$ cat src/rtl/addsub_pkg.sv
// Shared types and constants for the pipelined add/subtract unit.
package addsub_pkg;

    localparam int SLICE_W = 4;

    typedef enum logic {
        OP_ADD = 1'b0,
        OP_SUB = 1'b1
    } op_t;

    typedef struct packed {
        logic cout;
        logic ovf;
        logic zero;
    } flags_t;

endpackage

$ cat src/rtl/cla_slice.sv
// 4-bit carry-lookahead slice; exports group propagate/generate so slices can be chained by lookahead.
module cla_slice
    import addsub_pkg::*;
(
    input  logic [SLICE_W-1:0] a,
    input  logic [SLICE_W-1:0] b,
    input  logic               cin,
    output logic [SLICE_W-1:0] sum,
    output logic               cout,
    output logic               grp_p,
    output logic               grp_g
);

    logic [SLICE_W-1:0] p;
    logic [SLICE_W-1:0] g;
    logic [SLICE_W:0]   c;

    assign p = a ^ b;
    assign g = a & b;

    assign c[0] = cin;
    assign c[1] = g[0] | (p[0] & cin);
    assign c[2] = g[1] | (p[1] & g[0]) | (p[1] & p[0] & cin);
    assign c[3] = g[2] | (p[2] & g[1]) | (p[2] & p[1] & g[0]) | (p[2] & p[1] & p[0] & cin);

    assign grp_p = &p;
    assign grp_g = g[3] | (p[3] & g[2]) | (p[3] & p[2] & g[1]) | (p[3] & p[2] & p[1] & g[0]);
    assign c[4]  = grp_g | (grp_p & cin);

    assign sum  = p ^ c[SLICE_W-1:0];
    assign cout = c[SLICE_W];

endmodule

$ cat src/rtl/pipe_addsub.sv
// Pipelined add/subtract: the carry chain is cut into STAGES register segments of CLA slices,
// with a global-stall valid/ready stream on both sides.
module pipe_addsub
    import addsub_pkg::*;
#(
    parameter int WIDTH  = 32,
    parameter int STAGES = 2
) (
    input  logic             clk,
    input  logic             rst_n,
    input  logic             in_valid,
    output logic             in_ready,
    input  logic [WIDTH-1:0] in_a,
    input  logic [WIDTH-1:0] in_b,
    input  logic             in_sub,
    input  logic             in_cin,
    output logic             out_valid,
    input  logic             out_ready,
    output logic [WIDTH-1:0] out_sum,
    output logic             out_cout,
    output logic             out_ovf,
    output logic             out_zero
);

    localparam int SEG = WIDTH / STAGES;
    localparam int NSL = SEG / SLICE_W;
    localparam int LST = STAGES - 1;

    if (STAGES < 1 || STAGES > WIDTH / SLICE_W || (WIDTH % (SLICE_W * STAGES)) != 0) begin : g_param_check
        $error("pipe_addsub: WIDTH=%0d must be a multiple of 4*STAGES, STAGES=%0d", WIDTH, STAGES);
    end

    // Handshake: a beat moves on an edge where valid && ready. The whole pipe advances together
    // whenever the output register is empty or being drained, so in_ready is exactly that condition.
    op_t              op;
    logic [WIDTH-1:0] b_eff;
    logic             c0;
    logic             adv;
    logic             valid_q;
    logic [WIDTH-1:0] sum_q;
    flags_t           flags_q;
    flags_t           fin_flags;
    logic [WIDTH-1:0] fin_sum;

    assign op       = in_sub ? OP_SUB : OP_ADD;
    assign b_eff    = (op == OP_SUB) ? ~in_b : in_b;
    assign c0       = (op == OP_SUB) ? ~in_cin : in_cin;
    assign adv      = !valid_q || out_ready;
    assign in_ready = adv;

    for (genvar k = 0; k < STAGES; k++) begin : g_stage
        logic [WIDTH-1:0] a_i;
        logic [WIDTH-1:0] b_i;
        logic [WIDTH-1:0] s_i;
        logic             c_i;
        logic             v_i;
        logic [WIDTH-1:0] s_n;
        logic             c_n;
        logic [SEG-1:0]   seg_sum;
        logic [NSL:0]     cc;
        logic [NSL-1:0]   gp;
        logic [NSL-1:0]   gg;
        logic [NSL-1:0]   slice_cout;
        logic             unused_bits;

        if (k == 0) begin : g_src
            assign a_i = in_a;
            assign b_i = b_eff;
            assign s_i = '0;
            assign c_i = c0;
            assign v_i = in_valid;
        end else begin : g_src
            // Data follows only valid beats so bubbles leave the registers untouched.
            always_ff @(posedge clk or negedge rst_n) begin
                if (!rst_n) begin
                    v_i <= 1'b0;
                    a_i <= '0;
                    b_i <= '0;
                    s_i <= '0;
                    c_i <= 1'b0;
                end else if (adv) begin
                    v_i <= g_stage[k-1].v_i;
                    if (g_stage[k-1].v_i) begin
                        a_i <= g_stage[k-1].a_i;
                        b_i <= g_stage[k-1].b_i;
                        s_i <= g_stage[k-1].s_n;
                        c_i <= g_stage[k-1].c_n;
                    end
                end
            end
        end

        assign cc[0] = c_i;
        for (genvar j = 0; j < NSL; j++) begin : g_slice
            cla_slice u_cla (
                .a     (a_i[k*SEG + j*SLICE_W +: SLICE_W]),
                .b     (b_i[k*SEG + j*SLICE_W +: SLICE_W]),
                .cin   (cc[j]),
                .sum   (seg_sum[j*SLICE_W +: SLICE_W]),
                .cout  (slice_cout[j]),
                .grp_p (gp[j]),
                .grp_g (gg[j])
            );
            assign cc[j+1] = gg[j] | (gp[j] & cc[j]);
        end

        assign c_n = cc[NSL];

        always_comb begin
            s_n = s_i;
            s_n[k*SEG +: SEG] = seg_sum;
        end

        // Operand bits below this segment are dead; the slice carries duplicate the lookahead chain.
        assign unused_bits = ^{a_i, b_i, slice_cout};
    end

    assign fin_sum = g_stage[LST].s_n;

    always_comb begin
        fin_flags      = '0;
        fin_flags.cout = g_stage[LST].c_n;
        fin_flags.ovf  = (g_stage[LST].a_i[WIDTH-1] == g_stage[LST].b_i[WIDTH-1]) &&
                         (fin_sum[WIDTH-1] != g_stage[LST].a_i[WIDTH-1]);
        fin_flags.zero = (fin_sum == '0);
    end

    always_ff @(posedge clk or negedge rst_n) begin
        if (!rst_n) begin
            valid_q <= 1'b0;
            sum_q   <= '0;
            flags_q <= '0;
        end else if (adv) begin
            valid_q <= g_stage[LST].v_i;
            if (g_stage[LST].v_i) begin
                sum_q   <= fin_sum;
                flags_q <= fin_flags;
            end
        end
    end

    assign out_valid = valid_q;
    assign out_sum   = sum_q;
    assign out_cout  = flags_q.cout;
    assign out_ovf   = flags_q.ovf;
    assign out_zero  = flags_q.zero;

endmodule

$ cat config.mk
export PLATFORM = sky130hd
export DESIGN_NAME = pipe_addsub
export DESIGN_NICKNAME = d
export VERILOG_FILES = /design/src/rtl/addsub_pkg.sv /design/src/rtl/cla_slice.sv /design/src/rtl/pipe_addsub.sv
export SDC_FILE = /design/constraint.sdc
export NUM_CORES = 1
export LEC_CHECK = 0
export ABC_AREA = 1
export CAP_MARGIN = 5
export CORE_UTILIZATION = 54
export CTS_CLUSTER_DIAMETER = 100
export DETAILED_ROUTE_END_ITERATION = 7
export DONT_BUFFER_PORTS = 1
export PLACE_DENSITY = 0.78
export SYNTH_ARGS = -nofsm -noshare
export SYNTH_HDL_FRONTEND = slang
export SYNTH_HIERARCHICAL = 1
export SYNTH_SLANG_ARGS = --single-unit
$ cat constraint.sdc
create_clock -name clk -period 7.4 [get_ports clk]
set_input_delay 1.85 -clock clk [delete_from_list [all_inputs] [get_ports clk]]
set_output_delay 1.85 -clock clk [all_outputs]
set_load 0.01 [all_outputs]
==> results of run 1 <==
==> layer usage <==
metal | vias to the layer above | part of all wire [%]
li1 | 2120 | -
met1 | 1889 | 46
met2 | 94 | 47
met3 | 25 | 4.2
met4 | 0 | 2.5
met5 | - | 0
==> flip-flops by register name (all words and copies together), names as in the netlist <==
signal       count
out_sum         32
out_valid        1
g_stage.b_i     16
g_stage.a_i     16
g_stage.v_i      1
g_stage.s_i     16
out_zero         1
out_ovf          1
out_cout         1
g_stage.c_i      1
==> report_power, final <==
part,switching [mW],internal [mW]
sequential,0.137,0.607
combinational,0.324,0.206
clock,0.159,0.188
==> final cells by class <==
cell class / count / area (um^2) / area share (%)
inverters: 84 / 315 / 5.66
multi-input cells: 494 / 2740 / 49.2
well taps: 129 / 161 / 2.90
clock inverters: 4 / 72.6 / 1.30
flip-flops and latches: 86 / 2150 / 38.6
clock buffers: 11 / 131 / 2.36
==> per-stage QoR <==
step / utilization, % / power [mW] / area, um^2 / hold WS [ps] / setup WS [ps]
global route: 59.2 / 1.76 / 5570 / 517 / 3470
detailed placement: 57.0 / 1.28 / 5370 / 476 / 3410
finish: 59.2 / 1.62 / 5570 / 497 / 3480
global placement: 57.0 / 1.25 / 5370 / 472 / 3490
CTS: 59.2 / 1.63 / 5570 / 500 / 3480
floorplan: - / 1.16 / 5340 / 455 / 3350
==> cell usage in the layout (no fill, tap or decap), drive strengths merged <==
master and count:
and2 1, o21bai 8, a21oi 10, o211ai 1, inv 84, nor4 5
bufinv 2, xor2 16, ha 32, clkbuf 11, a21o 2, nor2 35
nor3 1, nand3 25, clkinvlp 1, or2 8, fa 8, xnor2 24
dfrtp 86, clkinv 1, nand4 12, o21ai 49, nand2 257
==> how the worst min path moves through the flow <==
| stage | slack [ps] | from | endpoint |
|---|---|---|---|
| final | 500 | g_stage[1].a_i[26]$_DFFE_PN0P_ | g_stage[1].a_i[26]$_DFFE_PN0P_ |
| after global routing | 520 | g_stage[1].a_i[27]$_DFFE_PN0P_ | g_stage[1].a_i[27]$_DFFE_PN0P_ |
| after CTS | 500 | g_stage[1].b_i[27]$_DFFE_PN0P_ | g_stage[1].b_i[27]$_DFFE_PN0P_ |
| after detailed placement | 480 | g_stage[1].a_i[27]$_DFFE_PN0P_ | g_stage[1].a_i[27]$_DFFE_PN0P_ |
| after global placement | 470 | g_stage[1].a_i[19]$_DFFE_PN0P_ | g_stage[1].a_i[19]$_DFFE_PN0P_ |
| after floorplan | 460 | g_stage[1].a_i[17]$_DFFE_PN0P_ | g_stage[1].a_i[17]$_DFFE_PN0P_ |
==> results_dict.tcl, run 1 <==
set metrics [dict create \
    num_rows 35 \
    synth_nets 794 \
    grtUsageMet3_pct 5.11 \
    post_cts_resized 0 \
    wirelength_um 10900 \
    cts-root-buf "clkbuf_8" \
    layout.cells.non_filler 808 \
    numCtsBuffers 9 \
    tns_ps 0 \
    drtIter0Drc 140 \
    cp.arrival_ps 2070 \
    synth_area_per_cell_um2 7.81 \
    startpoint "out_ready" \
    clkTransAtPathRegs_ps 80 \
    rsz0062_at_grt "no" \
    drv_cap 0 \
    cp-start-kind "input port" \
    syn_inst 684 \
    io_buffers 0 \
    crit_family "simple AND/OR/NAND/NOR gates" \
    layout_min_cycle_time_ps 3920 \
    gp_congestion 0.938 \
    drive_gt1_share_pct 4.71 \
    path_class "input port to output pin" \
    via_count 4128 \
    path_buf_inv 1 \
    cp_data_required_time_ps 5550 \
    grt_antenna_before_repair 0 \
    slew_violations 0 \
    ff2ff_setup_slack_ps 4540 \
    via_per_inst 5.11 \
    clock_latency_ps 340 \
    die_h_um 101 \
    cts_buffer_depth 2 \
    cp_slowest_cell "nor2_4" \
    r2r_start "g_stage[1].b_i[17]$_DFFE_PN0P_" \
    num_io_pins 107 \
    grt_max_degree 87 \
    nets 785 \
    setup_viol 0 \
    grt_overflow 0 \
    drc_errors 0 \
    vdd_drop_max_v 0.000137 \
    grt_most_used_layer "met2" \
    diodes 0 \
    r2r_cells 15 \
    areaGrowthSynthToFinish_pct 4.36 \
    initial_core_util_pct 56.7 \
    fp.coreArea_um2 9420 \
    crit_end "in_ready" \
    fillers 875 \
    drtPass1Iterations 4 \
    die-width_um 101 \
    cp.depth 2 \
    end_kind "output pin" \
    tightest_slew_ps 812 \
    power.leakage_nw 3.05 \
    holdBufCountCts 0 \
    hold_depth 2 \
    cts_tree "built" \
    slew_headroom_pct 45.8 \
    dpl.hpwl_um 8060 \
    ant_nets 0 \
    h-tree-depth 3 \
    post_drt_wl_per_cell_um 13.4 \
    cts_sinks 86 \
    track_usage_pct 22.6 \
    hp-class "register to register" \
    grt_pass1_wl_um 18100 \
    crit_fanout 4 \
    use_met1_pct 27.7 \
    placed_cells 793 \
    syn_area_um2 5340 \
    hold_viol_final 0 \
    synth_warnings 6 \
    fmax_mhz 255 \
    grt_pass1_vias 4142 \
    post-route-period-util_pct 52.9 \
    die_area_um2 10300 \
    crit_chain "nor2_4 > inv_2" \
    slowest_delay_ps 120 \
    reg2reg_to "out_zero$_DFFE_PN0P_" \
    grtUsageMet2_pct 38.9 \
    p_per_area_nw_per_um2 291 \
    cts_setup_buffers 0 \
    skew_ps 5.98 \
    status "finished clean" \
]
Note: power is estimated with default switching activity, not from simulation.
==> run 2, diff against run 1 <==
- PLACE_DENSITY: 0.78 -> 0.81
- clock period: 7.4 -> 3.3 ns (I/O delays scaled with it)
==> results_dict.tcl, run 2 (synthesized netlist as in run 1, its figures left out) <==
set metrics [dict create \
    status "finished clean" \
    drive_gt1_share_pct 5.43 \
    grt_antenna_before_repair 0 \
    grtUsageMet3_pct 5.45 \
    power.leakage_nw 3.05 \
    path_buf_inv 2 \
    p_per_area_nw_per_um2 646 \
    fp.coreArea_um2 9420 \
    layout_min_cycle_time_ps 2860 \
    fmax_mhz 349 \
    diodes 0 \
    crit_fanout 5 \
    p_clk_share_pct 20.9 \
    use_met1_pct 27.0 \
    cp_data_required_time_ps 3580 \
    die-width_um 101 \
    crit_family "adder cells" \
    p_switching_mw 1.41 \
    path_class "register to register" \
    cp_slowest_cell "dfrtp_1" \
    num_io_pins 107 \
    end_kind "register" \
    pwr-share-comb_pct 32.8 \
    hp-class "input port to async pin" \
    track_usage_pct 22.0 \
    numCtsBuffers 9 \
    slowest_delay_ps 400 \
    largest_reg_flops 32 \
    post_cts_resized 0 \
    cts_tree "built" \
    rsz0062_at_grt "no" \
    clkTransAtPathRegs_ps 90 \
    via_per_inst 5.07 \
    cts-root-buf "clkbuf_8" \
    io_buffers 0 \
    ant_nets 0 \
    drtPass1Iterations 5 \
    placed_cells 795 \
    slew_headroom_pct 46.6 \
    cts_setup_buffers 0 \
    holdBufCountCts 0 \
    skew_ps 6.72 \
    fillers 845 \
    grt_overflow 0 \
    layout_commonest_cell "nand2_1" \
    slew_violations 0 \
    layout.cells.non_filler 811 \
    pwr-share-seq_pct 46.3 \
    clock_latency_ps 350 \
    initial_core_util_pct 56.7 \
    drc_errors 0 \
    num_rows 35 \
    cp-start-kind "register" \
    tightest_slew_ps 801 \
    grtUsageMet2_pct 37.3 \
    post_drt_wl_per_cell_um 13.0 \
    cp.arrival_ps 3140 \
    hold_viol_final 0 \
    grt_max_degree 87 \
    nets 787 \
    areaGrowthSynthToFinish_pct 4.71 \
    cts_buffer_depth 2 \
    critPathMostFrequentCell "nand2_1" \
    drv_cap 0 \
    h-tree-depth 3 \
    layout_common_cells "nand2_1, dfrtp_1, inv_1, o21ai_0, ha_1" \
    via_count 4112 \
    p_int_mw 2.20 \
    grt_pass1_wl_um 17600 \
    tns_ps 0 \
    switching_share_pct 39.1 \
    wirelength_um 10600 \
    setup_viol 0 \
    cts_sinks 86 \
    drtIter0Drc 121 \
    die_area_um2 10300 \
    grt_pass1_vias 3923 \
    gp_congestion 0.858 \
    dpl.hpwl_um 8020 \
    crit_chain "ha_1 > nand2_1 > inv_1 > o21bai_1 > nand2_1 > a21o_1 > a21o_1 > nand2_1 > nand2_1 > inv_1 > fa_1 > xnor2_1 > nor3_1 > nand4_1 > o21ai_1" \
    grt_most_used_layer "met2" \
    post-route-period-util_pct 86.7 \
    die_h_um 101 \
    vdd_drop_max_v 0.000244 \
]
## run 2: changes by cell type in the layout (fill, tap and decap cells not counted)
| cell | before | now |
|---|---|---|
| buf_4 | 0 | 2 |
| clkinv_2 | 1 | 0 |
| clkinv_4 | 0 | 1 |
| clkinvlp_4 | 1 | 3 |
| clkbuf_1 | 2 | 0 |
| inv_6 | 0 | 1 |
| bufinv_16 | 2 | 1 |
| clkbuf_8 | 9 | 10 |
## run 2: worst paths after layout
check / depth (start not counted) / from / to / slack, ps
worst max-delay path: 15 / g_stage[1].a_i[17]$_DFFE_PN0P_ / out_zero$_DFFE_PN0P_ / 440
worst min-delay path: 0 / rst_n / g_stage[1].a_i[20]$_DFFE_PN0P_ / 160
worst max register to register: 15 / g_stage[1].a_i[17]$_DFFE_PN0P_ / out_zero$_DFFE_PN0P_ / 440
worst min register to register: 2 / g_stage[1].b_i[26]$_DFFE_PN0P_ / g_stage[1].b_i[26]$_DFFE_PN0P_ / 490
max in group asynchronous: 0 / rst_n / out_cout$_DFFE_PN0P_ / 2980
min in group clk: 2 / g_stage[1].b_i[26]$_DFFE_PN0P_ / g_stage[1].b_i[26]$_DFFE_PN0P_ / 490
## run 2: metal layers
metal  wire length (um)  part of all wire (%)
met1               4640                    44
met3                632                   6.0
met5                  0                     0
met2               5010                    47
met4                273                   2.6
## run 2: metrics by stage
| step | hold WS (ps) | util [%] | instance area (um^2) | power (mW) | setup WS (ps) |
|---|---|---|---|---|---|
| detailed placement | 472 | 57.2 | 5380 | 2.88 | 343 |
| global route | 120 | 59.4 | 5590 | 3.91 | 251 |
| global placement | 471 | 57.2 | 5380 | 2.81 | 444 |
| finish | 155 | 59.4 | 5590 | 3.61 | 439 |
| CTS | 131 | 59.4 | 5590 | 3.65 | 481 |
| floorplan | 455 | - | 5340 | 2.60 | 277 |
## run 2: layout make-up
| cell class | instances | area (um^2) | area share, % |
|---|---|---|---|
| flip-flops and latches | 86 | 2150 | 38.5 |
| clock buffers | 10 | 138 | 2.46 |
| inverters | 84 | 315 | 5.64 |
| repair buffers | 2 | 15.0 | 0.269 |
| well taps | 129 | 161 | 2.89 |
| clock inverters | 6 | 70.1 | 1.25 |
| multi-input cells | 494 | 2740 | 49.0 |
## run 2: worst register-to-register path: cells and delay by family (launching register included)
kind / cells / cell delay [ps]
adder cells (fa/ha/maj): 2 / 760
AND/OR/NAND/NOR: 6 / 720
AO/OA/AOI/OAI: 4 / 570
flip-flops: 1 / 400
XOR/XNOR: 1 / 200
buffers and inverters: 2 / 160
## run 2: power by group through the flow
stage / logic [mW] / registers [mW] / clock network, mW
detailed placement: 1.18 / 1.69 / 0
floorplan: 0.985 / 1.61 / 0
finish: 1.18 / 1.67 / 0.754
global route: 1.39 / 1.71 / 0.814
global placement: 1.13 / 1.68 / 0
CTS: 1.19 / 1.67 / 0.783
==> run 3, diff against run 2 <==
- MAX_ROUTING_LAYER: not set -> met4
==> results_dict.tcl, run 3 (synthesized netlist as in run 1, its figures left out) <==
set metrics [dict create \
    numCtsBuffers 9 \
    wl_met1_um 4690 \
    hp-class "input port to async pin" \
    cts_tree "built" \
    p_per_area_nw_per_um2 640 \
    fp.coreArea_um2 9420 \
    cts_buffer_depth 2 \
    drc_errors 0 \
    post_cts_resized 0 \
    power.leakage_nw 3.04 \
    holdBufCountCts 0 \
    fmax_mhz 353 \
    drtPass1Iterations 4 \
    cp.arrival_ps 3100 \
    nets 786 \
    wirelength_um 10700 \
    fillers 848 \
    h-tree-depth 3 \
    layout_min_cycle_time_ps 2830 \
    hold_viol_final 0 \
    grt_overflow 0 \
    num_io_pins 107 \
    post-route-period-util_pct 85.7 \
    slew_headroom_pct 46.0 \
    drtIter0Drc 162 \
    skew_ps 8.40 \
    drive_gt1_share_pct 4.85 \
    grt_antenna_before_repair 0 \
    cp_data_required_time_ps 3570 \
    tns_ps 0 \
    io_buffers 0 \
    rsz0062_at_grt "no" \
    grt_max_degree 87 \
    dr_wl_met2_um 5120 \
    cts_setup_buffers 0 \
    tightest_slew_ps 808 \
    clkTransAtPathRegs_ps 80 \
    end_kind "register" \
    routed.top_layer "met4" \
    slowest_delay_ps 400 \
    largest_reg_flops 32 \
    clock_latency_ps 350 \
    path_class "register to register" \
    via_count 4185 \
    crit_fanout 5 \
    ant_nets 0 \
    cp_slowest_cell "dfrtp_1" \
    cts_sinks 86 \
    grt_pass1_vias 3955 \
    setup_viol 0 \
    gp_congestion 0.872 \
    die_area_um2 10300 \
    initial_core_util_pct 56.7 \
    critPathMostFrequentCell "nand2_1" \
    crit_chain "ha_1 > nand2_1 > inv_1 > o21bai_1 > nand2_1 > a21o_1 > a21o_1 > nand2_1 > nand2_1 > inv_1 > fa_1 > xnor2_1 > nor3_1 > nand4_1 > o21ai_1" \
    dpl.hpwl_um 8060 \
    layout_commonest_cell "nand2_1" \
    track_usage_pct 22.6 \
    layout_common_cells "nand2_1, dfrtp_1, inv_1, o21ai_0, ha_1" \
    cts-root-buf "clkbuf_8" \
    status "finished clean" \
    p_total_mw 3.56 \
    die_h_um 101 \
    post_drt_wl_per_cell_um 13.2 \
    areaGrowthSynthToFinish_pct 4.10 \
    die-width_um 101 \
    grt_pass1_wl_um 17700 \
    drv_cap 0 \
    slew_violations 0 \
    diodes 0 \
    via_per_inst 5.17 \
    met3WireLength_um 649 \
    vdd_drop_max_v 0.000247 \
    cp-start-kind "register" \
    num_rows 35 \
]
[run 3: cell types whose count changed in the layout (fill, tap and decap cells not counted), sizes merged]
| cell | previous run | this run |
|---|---|---|
| clkinv | 1 | 2 |
| inv | 85 | 84 |
| buf | 2 | 1 |
| clkbuf | 10 | 12 |
| clkinvlp | 3 | 1 |
[run 3: path summary, 6_finish.rpt]
check | from | to | slack [ps] | depth (start not counted)
setup / recovery | g_stage[1].b_i[17]$_DFFE_PN0P_ | out_zero$_DFFE_PN0P_ | 470 | 15
hold / removal | rst_n | out_sum[25]$_DFFE_PN0P_ | 170 | 0
setup reg to reg | g_stage[1].b_i[17]$_DFFE_PN0P_ | out_zero$_DFFE_PN0P_ | 470 | 15
hold reg to reg | g_stage[1].v_i$_DFFE_PN0N_ | out_valid$_DFFE_PN0N_ | 490 | 2
max in group asynchronous | rst_n | out_cout$_DFFE_PN0P_ | 2990 | 0
min in group clk | g_stage[1].v_i$_DFFE_PN0N_ | out_valid$_DFFE_PN0N_ | 490 | 2
[run 3: power breakdown]
group | switching, mW | internal, mW
Combinational | 0.727 | 0.463
Sequential | 0.305 | 1.36
Clock | 0.355 | 0.349
Total | 1.39 | 2.17
[run 3: worst max-delay path, delay by kind of cell (launching register included)]
kind	cells	cell delay [ps]
AOI/OAI and AO/OA	4	560
DFF	1	400
adders and majority gates	2	750
and+or+nand+nor	6	700
buffers and inverters	2	160
xor gates and xnor gates	1	200
[run 3: area by class of cell]
cell class / instances / area [um^2] / area share (%)
Multi-Input combinational cell: 494 / 2740 / 49.3
Sequential cell: 86 / 2150 / 38.7
Inverter: 84 / 315 / 5.67
Tap cell: 129 / 161 / 2.90
Clock buffer: 12 / 135 / 2.43
Clock inverter: 4 / 47.5 / 0.855
Timing Repair Buffer: 1 / 7.51 / 0.135
[run 3: per-stage QoR]
step	hold slack (ps)	utilization, %	setup WS, ps	area, um^2	std cells
after floorplan	455	-	277	5340	684
after global placement	469	57.1	442	5380	794
after detailed placement	472	57.1	345	5380	794
after CTS	147	59.0	491	5560	810
after global routing	141	59.0	226	5560	810
final	172	59.0	471	5560	810
[run 3: metal layers]
layer	vias up	global-route usage [%]
li1	2117	-
met1	1918	27.4
met2	132	37.4
met3	18	4.14
met4	0	9.14
met5	-	-
